[config.mk]
export PLATFORM = sky130hd
export DESIGN_NAME = morse_decoder
export DESIGN_NICKNAME = d
export VERILOG_FILES = /design/src/rtl/morse_pkg.sv /design/src/rtl/morse_debounce.sv /design/src/rtl/morse_decoder.sv
export SDC_FILE = /design/constraint.sdc
export NUM_CORES = 1
export LEC_CHECK = 0
export ABC_AREA = 1
export CAP_MARGIN = 10
export CORE_ASPECT_RATIO = 1.5
export CORE_MARGIN = 5
export CORE_UTILIZATION = 60
export CTS_CLUSTER_DIAMETER = 40
export DETAILED_ROUTE_END_ITERATION = 8
export PLACE_DENSITY = 0.78
export REMOVE_ABC_BUFFERS = 1
export SKIP_LAST_GASP = 1
export SLEW_MARGIN = 20
export SYNTH_ARGS = -nofsm -noshare
export SYNTH_HDL_FRONTEND = slang
export SYNTH_SLANG_ARGS = --single-unit
[constraint.sdc]
create_clock -name CLOCK_50 -period 2.49 [get_ports CLOCK_50]
set_clock_uncertainty 0.2 [all_clocks]
set_input_delay 0.498 -clock CLOCK_50 [delete_from_list [all_inputs] [get_ports CLOCK_50]]
set_output_delay 0.498 -clock CLOCK_50 [all_outputs]
set_load 0.01 [all_outputs]
[src/rtl/morse_pkg.sv]
// Shared definitions for the Morse receiver: FSM states, symbol values,
// letter codes and the (len, pat) encoding used by the transmitter's pattern mux.
package morse_pkg;

    typedef enum logic [1:0] {
        IDLE  = 2'd0,
        MARK  = 2'd1,
        SPACE = 2'd2,
        EMIT  = 2'd3
    } state_t;

    localparam logic DOT  = 1'b0;
    localparam logic DASH = 1'b1;

    localparam logic [2:0] LET_A = 3'd0;
    localparam logic [2:0] LET_B = 3'd1;
    localparam logic [2:0] LET_C = 3'd2;
    localparam logic [2:0] LET_D = 3'd3;
    localparam logic [2:0] LET_E = 3'd4;
    localparam logic [2:0] LET_F = 3'd5;
    localparam logic [2:0] LET_G = 3'd6;
    localparam logic [2:0] LET_H = 3'd7;

    // {len, pat}: first symbol keyed ends up in the highest used bit of pat
    localparam logic [6:0] CODE_A = {3'd2, 4'b0001};
    localparam logic [6:0] CODE_B = {3'd4, 4'b1000};
    localparam logic [6:0] CODE_C = {3'd4, 4'b1010};
    localparam logic [6:0] CODE_D = {3'd3, 4'b0100};
    localparam logic [6:0] CODE_E = {3'd1, 4'b0000};
    localparam logic [6:0] CODE_F = {3'd4, 4'b0010};
    localparam logic [6:0] CODE_G = {3'd3, 4'b0110};
    localparam logic [6:0] CODE_H = {3'd4, 4'b0000};

    typedef struct packed {
        logic       ok;
        logic [2:0] letter;
    } lookup_t;

    function automatic lookup_t lookup(input logic [2:0] len, input logic [3:0] pat);
        lookup_t r;
        r.ok     = 1'b1;
        r.letter = LET_A;
        case ({len, pat})
            CODE_A:  r.letter = LET_A;
            CODE_B:  r.letter = LET_B;
            CODE_C:  r.letter = LET_C;
            CODE_D:  r.letter = LET_D;
            CODE_E:  r.letter = LET_E;
            CODE_F:  r.letter = LET_F;
            CODE_G:  r.letter = LET_G;
            CODE_H:  r.letter = LET_H;
            default: r.ok = 1'b0;
        endcase
        return r;
    endfunction

endpackage

[src/rtl/morse_debounce.sv]
// Two-flop synchronizer followed by a debouncer that only accepts a new key
// level after DEBOUNCE consecutive samples disagree with the current output.
module morse_debounce #(
    parameter int DEBOUNCE = 500000
) (
    input  logic CLOCK_50,
    input  logic RESET_inv,
    input  logic KEY,
    output logic KEY_DB
);
    localparam int CW = (DEBOUNCE > 1) ? $clog2(DEBOUNCE) : 1;
    localparam logic [CW-1:0] CNT_MAX = CW'(DEBOUNCE - 1);

    logic          sync1;
    logic          sync2;
    logic [CW-1:0] cnt;

    always_ff @(posedge CLOCK_50 or posedge RESET_inv) begin
        if (RESET_inv) begin
            sync1  <= 1'b0;
            sync2  <= 1'b0;
            cnt    <= '0;
            KEY_DB <= 1'b0;
        end else begin
            sync1 <= KEY;
            sync2 <= sync1;
            if (sync2 == KEY_DB) begin
                cnt <= '0;
            end else if (cnt == CNT_MAX) begin
                KEY_DB <= sync2;
                cnt    <= '0;
            end else begin
                cnt <= cnt + CW'(1);
            end
        end
    end

endmodule

[src/rtl/morse_decoder.sv]
// Morse receiver: times debounced marks/spaces against a tick, classifies
// dot/dash, and strobes the decoded letter A-H or an error at the letter gap.
module morse_decoder
    import morse_pkg::*;
#(
    parameter int TICK_DIV   = 12500000,
    parameter int DEBOUNCE   = 500000,
    parameter int DASH_TICKS = 4,
    parameter int GAP_TICKS  = 4,
    parameter int MAX_SYM    = 4
) (
    input  logic       CLOCK_50,
    input  logic       RESET_inv,
    input  logic       KEY,
    output logic [2:0] LETTER,
    output logic       VALID,
    output logic       ERROR,
    output logic       BUSY,
    output logic       KEY_DB
);
    localparam int PW = (TICK_DIV > 1) ? $clog2(TICK_DIV) : 1;
    localparam logic [PW-1:0] PRESC_MAX = PW'(TICK_DIV - 1);
    localparam logic [3:0]    DASH_T    = 4'(DASH_TICKS);
    localparam logic [3:0]    GAP_T     = 4'(GAP_TICKS);
    localparam logic [2:0]    LEN_MAX   = 3'(MAX_SYM);

    state_t        state;
    state_t        state_nxt;
    logic          db_q;
    logic          rise;
    logic          fall;
    logic          tick;
    logic [PW-1:0] presc;
    logic [3:0]    dur;
    logic [3:0]    pat;
    logic [2:0]    len;
    logic          ovf;
    logic          pend;
    logic          sym;
    logic          append;
    logic          emit;
    logic          capture;
    lookup_t       lk;

    morse_debounce #(
        .DEBOUNCE(DEBOUNCE)
    ) u_debounce (
        .CLOCK_50 (CLOCK_50),
        .RESET_inv(RESET_inv),
        .KEY      (KEY),
        .KEY_DB   (KEY_DB)
    );

    assign rise = KEY_DB & ~db_q;
    assign fall = ~KEY_DB & db_q;
    assign tick = (presc == PRESC_MAX);
    assign sym  = (dur >= DASH_T) ? DASH : DOT;
    assign lk   = lookup(len, pat);

    // Every key edge restarts the tick phase so durations are edge-relative
    always_ff @(posedge CLOCK_50 or posedge RESET_inv) begin
        if (RESET_inv) begin
            db_q  <= 1'b0;
            presc <= '0;
            dur   <= '0;
        end else begin
            db_q <= KEY_DB;
            if (rise || fall) begin
                presc <= '0;
                dur   <= '0;
            end else if (tick) begin
                presc <= '0;
                if (dur != 4'hF) dur <= dur + 4'd1;
            end else begin
                presc <= presc + PW'(1);
            end
        end
    end

    always_ff @(posedge CLOCK_50 or posedge RESET_inv) begin
        if (RESET_inv) begin
            pat <= '0;
            len <= '0;
            ovf <= 1'b0;
        end else if (emit) begin
            pat <= '0;
            len <= '0;
            ovf <= 1'b0;
        end else if (append) begin
            if (len == LEN_MAX) begin
                ovf <= 1'b1;
            end else begin
                pat <= {pat[2:0], sym};
                len <= len + 3'd1;
            end
        end
    end

    // A rise landing in EMIT is remembered so IDLE can still start the mark
    always_ff @(posedge CLOCK_50 or posedge RESET_inv) begin
        if (RESET_inv) begin
            pend <= 1'b0;
        end else if (capture) begin
            pend <= 1'b1;
        end else if (state == IDLE) begin
            pend <= 1'b0;
        end
    end

    always_ff @(posedge CLOCK_50 or posedge RESET_inv) begin
        if (RESET_inv) state <= IDLE;
        else           state <= state_nxt;
    end

    always_comb begin
        state_nxt = state;
        case (state)
            IDLE:    if (rise || pend) state_nxt = MARK;
            MARK:    if (fall) state_nxt = SPACE;
            SPACE: begin
                if (rise)              state_nxt = MARK;
                else if (dur == GAP_T) state_nxt = EMIT;
            end
            EMIT:    state_nxt = IDLE;
            default: state_nxt = IDLE;
        endcase
    end

    always_comb begin
        append  = (state == MARK) && fall;
        emit    = (state == EMIT);
        capture = (state == EMIT) && rise;
        BUSY    = (state != IDLE);
    end

    always_ff @(posedge CLOCK_50 or posedge RESET_inv) begin
        if (RESET_inv) begin
            VALID  <= 1'b0;
            ERROR  <= 1'b0;
            LETTER <= LET_A;
        end else begin
            VALID <= 1'b0;
            ERROR <= 1'b0;
            if (emit) begin
                if (ovf || !lk.ok) begin
                    ERROR <= 1'b1;
                end else begin
                    VALID  <= 1'b1;
                    LETTER <= lk.letter;
                end
            end
        end
    end

endmodule

==> run summary <==
Clock slew at reported path FFs - 0.07 ns
Worst path max stage delay - 0.47 ns
Vias per cell - 5.27
TritonRoute pass-1 iters - 5
Avg WL per Cell - 12.6 um
Post-Route Setup TNS - 0 ns
Post-CTS Resized - 0
Maximum clock path buffer count - 2
Flop2flop setup slack - 0.54 ns
Worst setup endpoint - BUSY
Syn_area_per_cell - 7.71 um^2
Placed wire-length estimate - 5.67 mm
# diodes - 0
Clk_lat worst skew - 0.34 ns
Drt drc - 0
Worst hold stages - 0
Reg2reg start - len[0]
Final hold slack - 0.158 ns
Drt initial violations - 224
Layout cell share with drive strength beyond 1 - 9.29%
Top Family by Delay on Critical Path - buffers and inverters
Top-area cell type share of the netlist area - 45.3%
Synth Instances - 480
Yosys reg bits - 67
Slew Limit Fails - 0
Final core occ - 67.6%
MaxCap Viol Count - 0
Die Height - 106 um
Critical path origin - state[0]
Gr busiest metal - met2
PD cells - 506 mW/mm^2
Global route overflow - 0
TritonCTS clock tree - yes
GR met2 Demand/Resource - 37.8%
Largest area contributor in the netlist - dfrtp_1
Period utilisation layout - 87.2%
Grt met1 use - 23.6%
Routed via count - 3059
CTS H-tree depth - 3
Met3 GRT Util - 4.07%
Hold Crit Class - flip-flop to flip-flop
Largest net degree at the start of global routing - 29
Crit path buf inv count - 2
Final Hold Vio Count - 0
IO Pins - 10
Vias in the first global route - 3065
Initial antenna violation count - 0
Layout area overhead - 11.2%
FP Rows - 35
RePlAce Congestion - 0.950
Yosys cell types - 30
Tot Pwr - 2.08 mW
Num Clock Sinks - 67
Root Buffer - clkbuf_8
WP data required - 1.79 ns
Initial core utilization - 60.8%
GRT Total Usage - 21.0%
Mapped cell area - 0.00370 mm^2
CORE AREA - 0.00609 mm^2
Num CTS Buffers - 9
Crit-path max FO - 6
Multi-input gate area - 0.00173 mm^2
Slew headroom - 67.0%
Peak VDD IR - 0.446 mV
Worst-path cell with the longest stage delay - clkdlybuf4s50_1
# fillers - 533
Top cells by area, synth - dfrtp_1 45%, nand2_1 10%, nor2_1 8.6%, inv_1 7.3%, nand3_1 5.0%
Setup bufs post-CTS - 0
Hold Buf Count CTS - 0
Full die area - 0.00787 mm^2
Critical Path End Type - output port
P_leak - 2.03 nW
Synth Warn # - 0
Antenna-violating nets left - 0
Critical path launch point type - flip-flop
Crit Path Class - flip-flop to output port
Critical R2R Capture - LETTER[1]
Critical path data arrival time - 1.47 ns
Crit-path cells - nor2_1, inv_1, clkdlybuf4s50_1
Critical Path Stages - 3
RSZ-0062 raised after global routing - no
Status - finished, final reports clean
Worst slew pin tran - 0.490 ns
Post-DP Area - 0.00391 mm^2
Final setup viols - 0
FMAX - 460 MHz
Die X - 74.1 um
FF+latch area - 0.00168 mm^2
Post-Route WL - 7.33 mm
Port-buffer cells - 9
R2R depth - 11
Post-layout net count - 515
Final instance area - 0.00412 mm^2
First-pass GRT wire length - 13.1 mm
Minimum clock period - 2.17 ns
Post-synthesis sequential area ratio - 45.3%
logic make-up (layout without fill, tap and decap cells):
logic type / after synthesis / in the layout / share of synthesized area (%)
AO/OA/AOI/OAI: 31 / 31 / 4.53
XOR/XNOR: 16 / 16 / 3.79
AND/OR/NAND/NOR: 278 / 278 / 34.7
adder cells (fa/ha/maj): 11 / 11 / 3.72
flip-flops: 67 / 67 / 45.3
buffers and inverters: 77 / 103 / 8.01
how the worst min path moves through the flow:
| stage | startpoint | end |
|---|---|---|
| floorplan | u_debounce.sync1 | u_debounce.sync2 |
| finish | u_debounce.sync1 | u_debounce.sync2 |
| CTS | u_debounce.sync1 | u_debounce.sync2 |
| global route | u_debounce.sync1 | u_debounce.sync2 |
| global placement | u_debounce.sync1 | u_debounce.sync2 |
| detailed placement | u_debounce.sync1 | u_debounce.sync2 |
Yosys cell counts:
cell      count
o21a_1        1
dfrtp_1      67
nor2_4        5
o22ai_1       4
ha_1         11
nor2_2        8
a21oi_1      14
nand2_1     100
nand3_1      37
inv_1        72
nand3b_1      1
nor3b_1       2
nand4_4       1
o21ai_0       9
o21ai_1       1
nor3_4        1
clkbuf_1      1
nor3_2        3
xnor2_1       3
nor4_1        1
nand4_1      16
inv_2         3
a211oi_1      1
nand3_2       1
nor3_1       12
xor2_1       13
nor2_1       85
buf_6         1
o211ai_1      1
nand2_2       5
power by group:
part | internal (mW) | leakage (nW) | total [mW] | switching (mW)
Clock | 0.541 | 0.108 | 0.942 | 0.401
Combinational | 0.0127 | 1.01 | 0.0442 | 0.0314
Sequential | 1.09 | 0.915 | 1.10 | 0.00406
Total | 1.65 | 2.03 | 2.08 | 0.437
registers in the layout, summed over array words and instances, names as in the netlist:
name,flops
presc,24
dur,4
ERROR,1
pend,1
db_q,1
LETTER,3
len,3
u_debounce.sync1,1
u_debounce.sync2,1
VALID,1
u_debounce.KEY_DB,1
state,2
ovf,1
u_debounce.cnt,19
pat,4
cell usage in the layout (no fill, tap or decap):
cell             instances
o211ai_1                 1
nand3_1                 37
nor2_4                   5
nand4_1                 16
nor4_1                   1
xor2_1                  13
o21a_1                   1
nand2_2                  5
clkinv_2                 2
xnor2_1                  3
inv_1                   71
nor3_4                   1
nand3b_1                 1
o21ai_1                  1
clkbuf_8                12
dfrtp_1                 67
nor3_2                   3
o21ai_0                  9
nand2_1                100
clkdlybuf4s50_1          9
ha_1                    11
nor2_1                  85
o22ai_1                  4
nand3_2                  1
nor3_1                  12
nor3b_1                  2
inv_2                    4
a21oi_1                 14
nor2_2                   8
buf_12                   1
nand4_4                  1
a211oi_1                 1
bufinv_16                1
clkinvlp_4               1
buf_4                    2
cell type report:
cell class | instances | share of cell area, %
multi-input cells | 336 | 42.0
repair buffers | 12 | 3.04
clock buffers | 12 | 4.01
well taps | 74 | 2.25
flip-flops and latches | 67 | 40.7
inverters | 75 | 6.84
clock inverters | 4 | 1.15
stage by stage:
step | worst slack [ns] | std cells
after floorplan | 0.109 | 478
after global placement | 0.635 | 564
after detailed placement | 0.570 | 564
after CTS | 0.302 | 580
after global routing | 0.203 | 580
final | 0.318 | 580
layer usage:
layer	up-vias	part of all wire, %
met5	-	0
met4	0	1.8
met3	11	2.5
met2	50	55
met1	1440	41
li1	1558	-
Power figures use the tool's default switching activity.
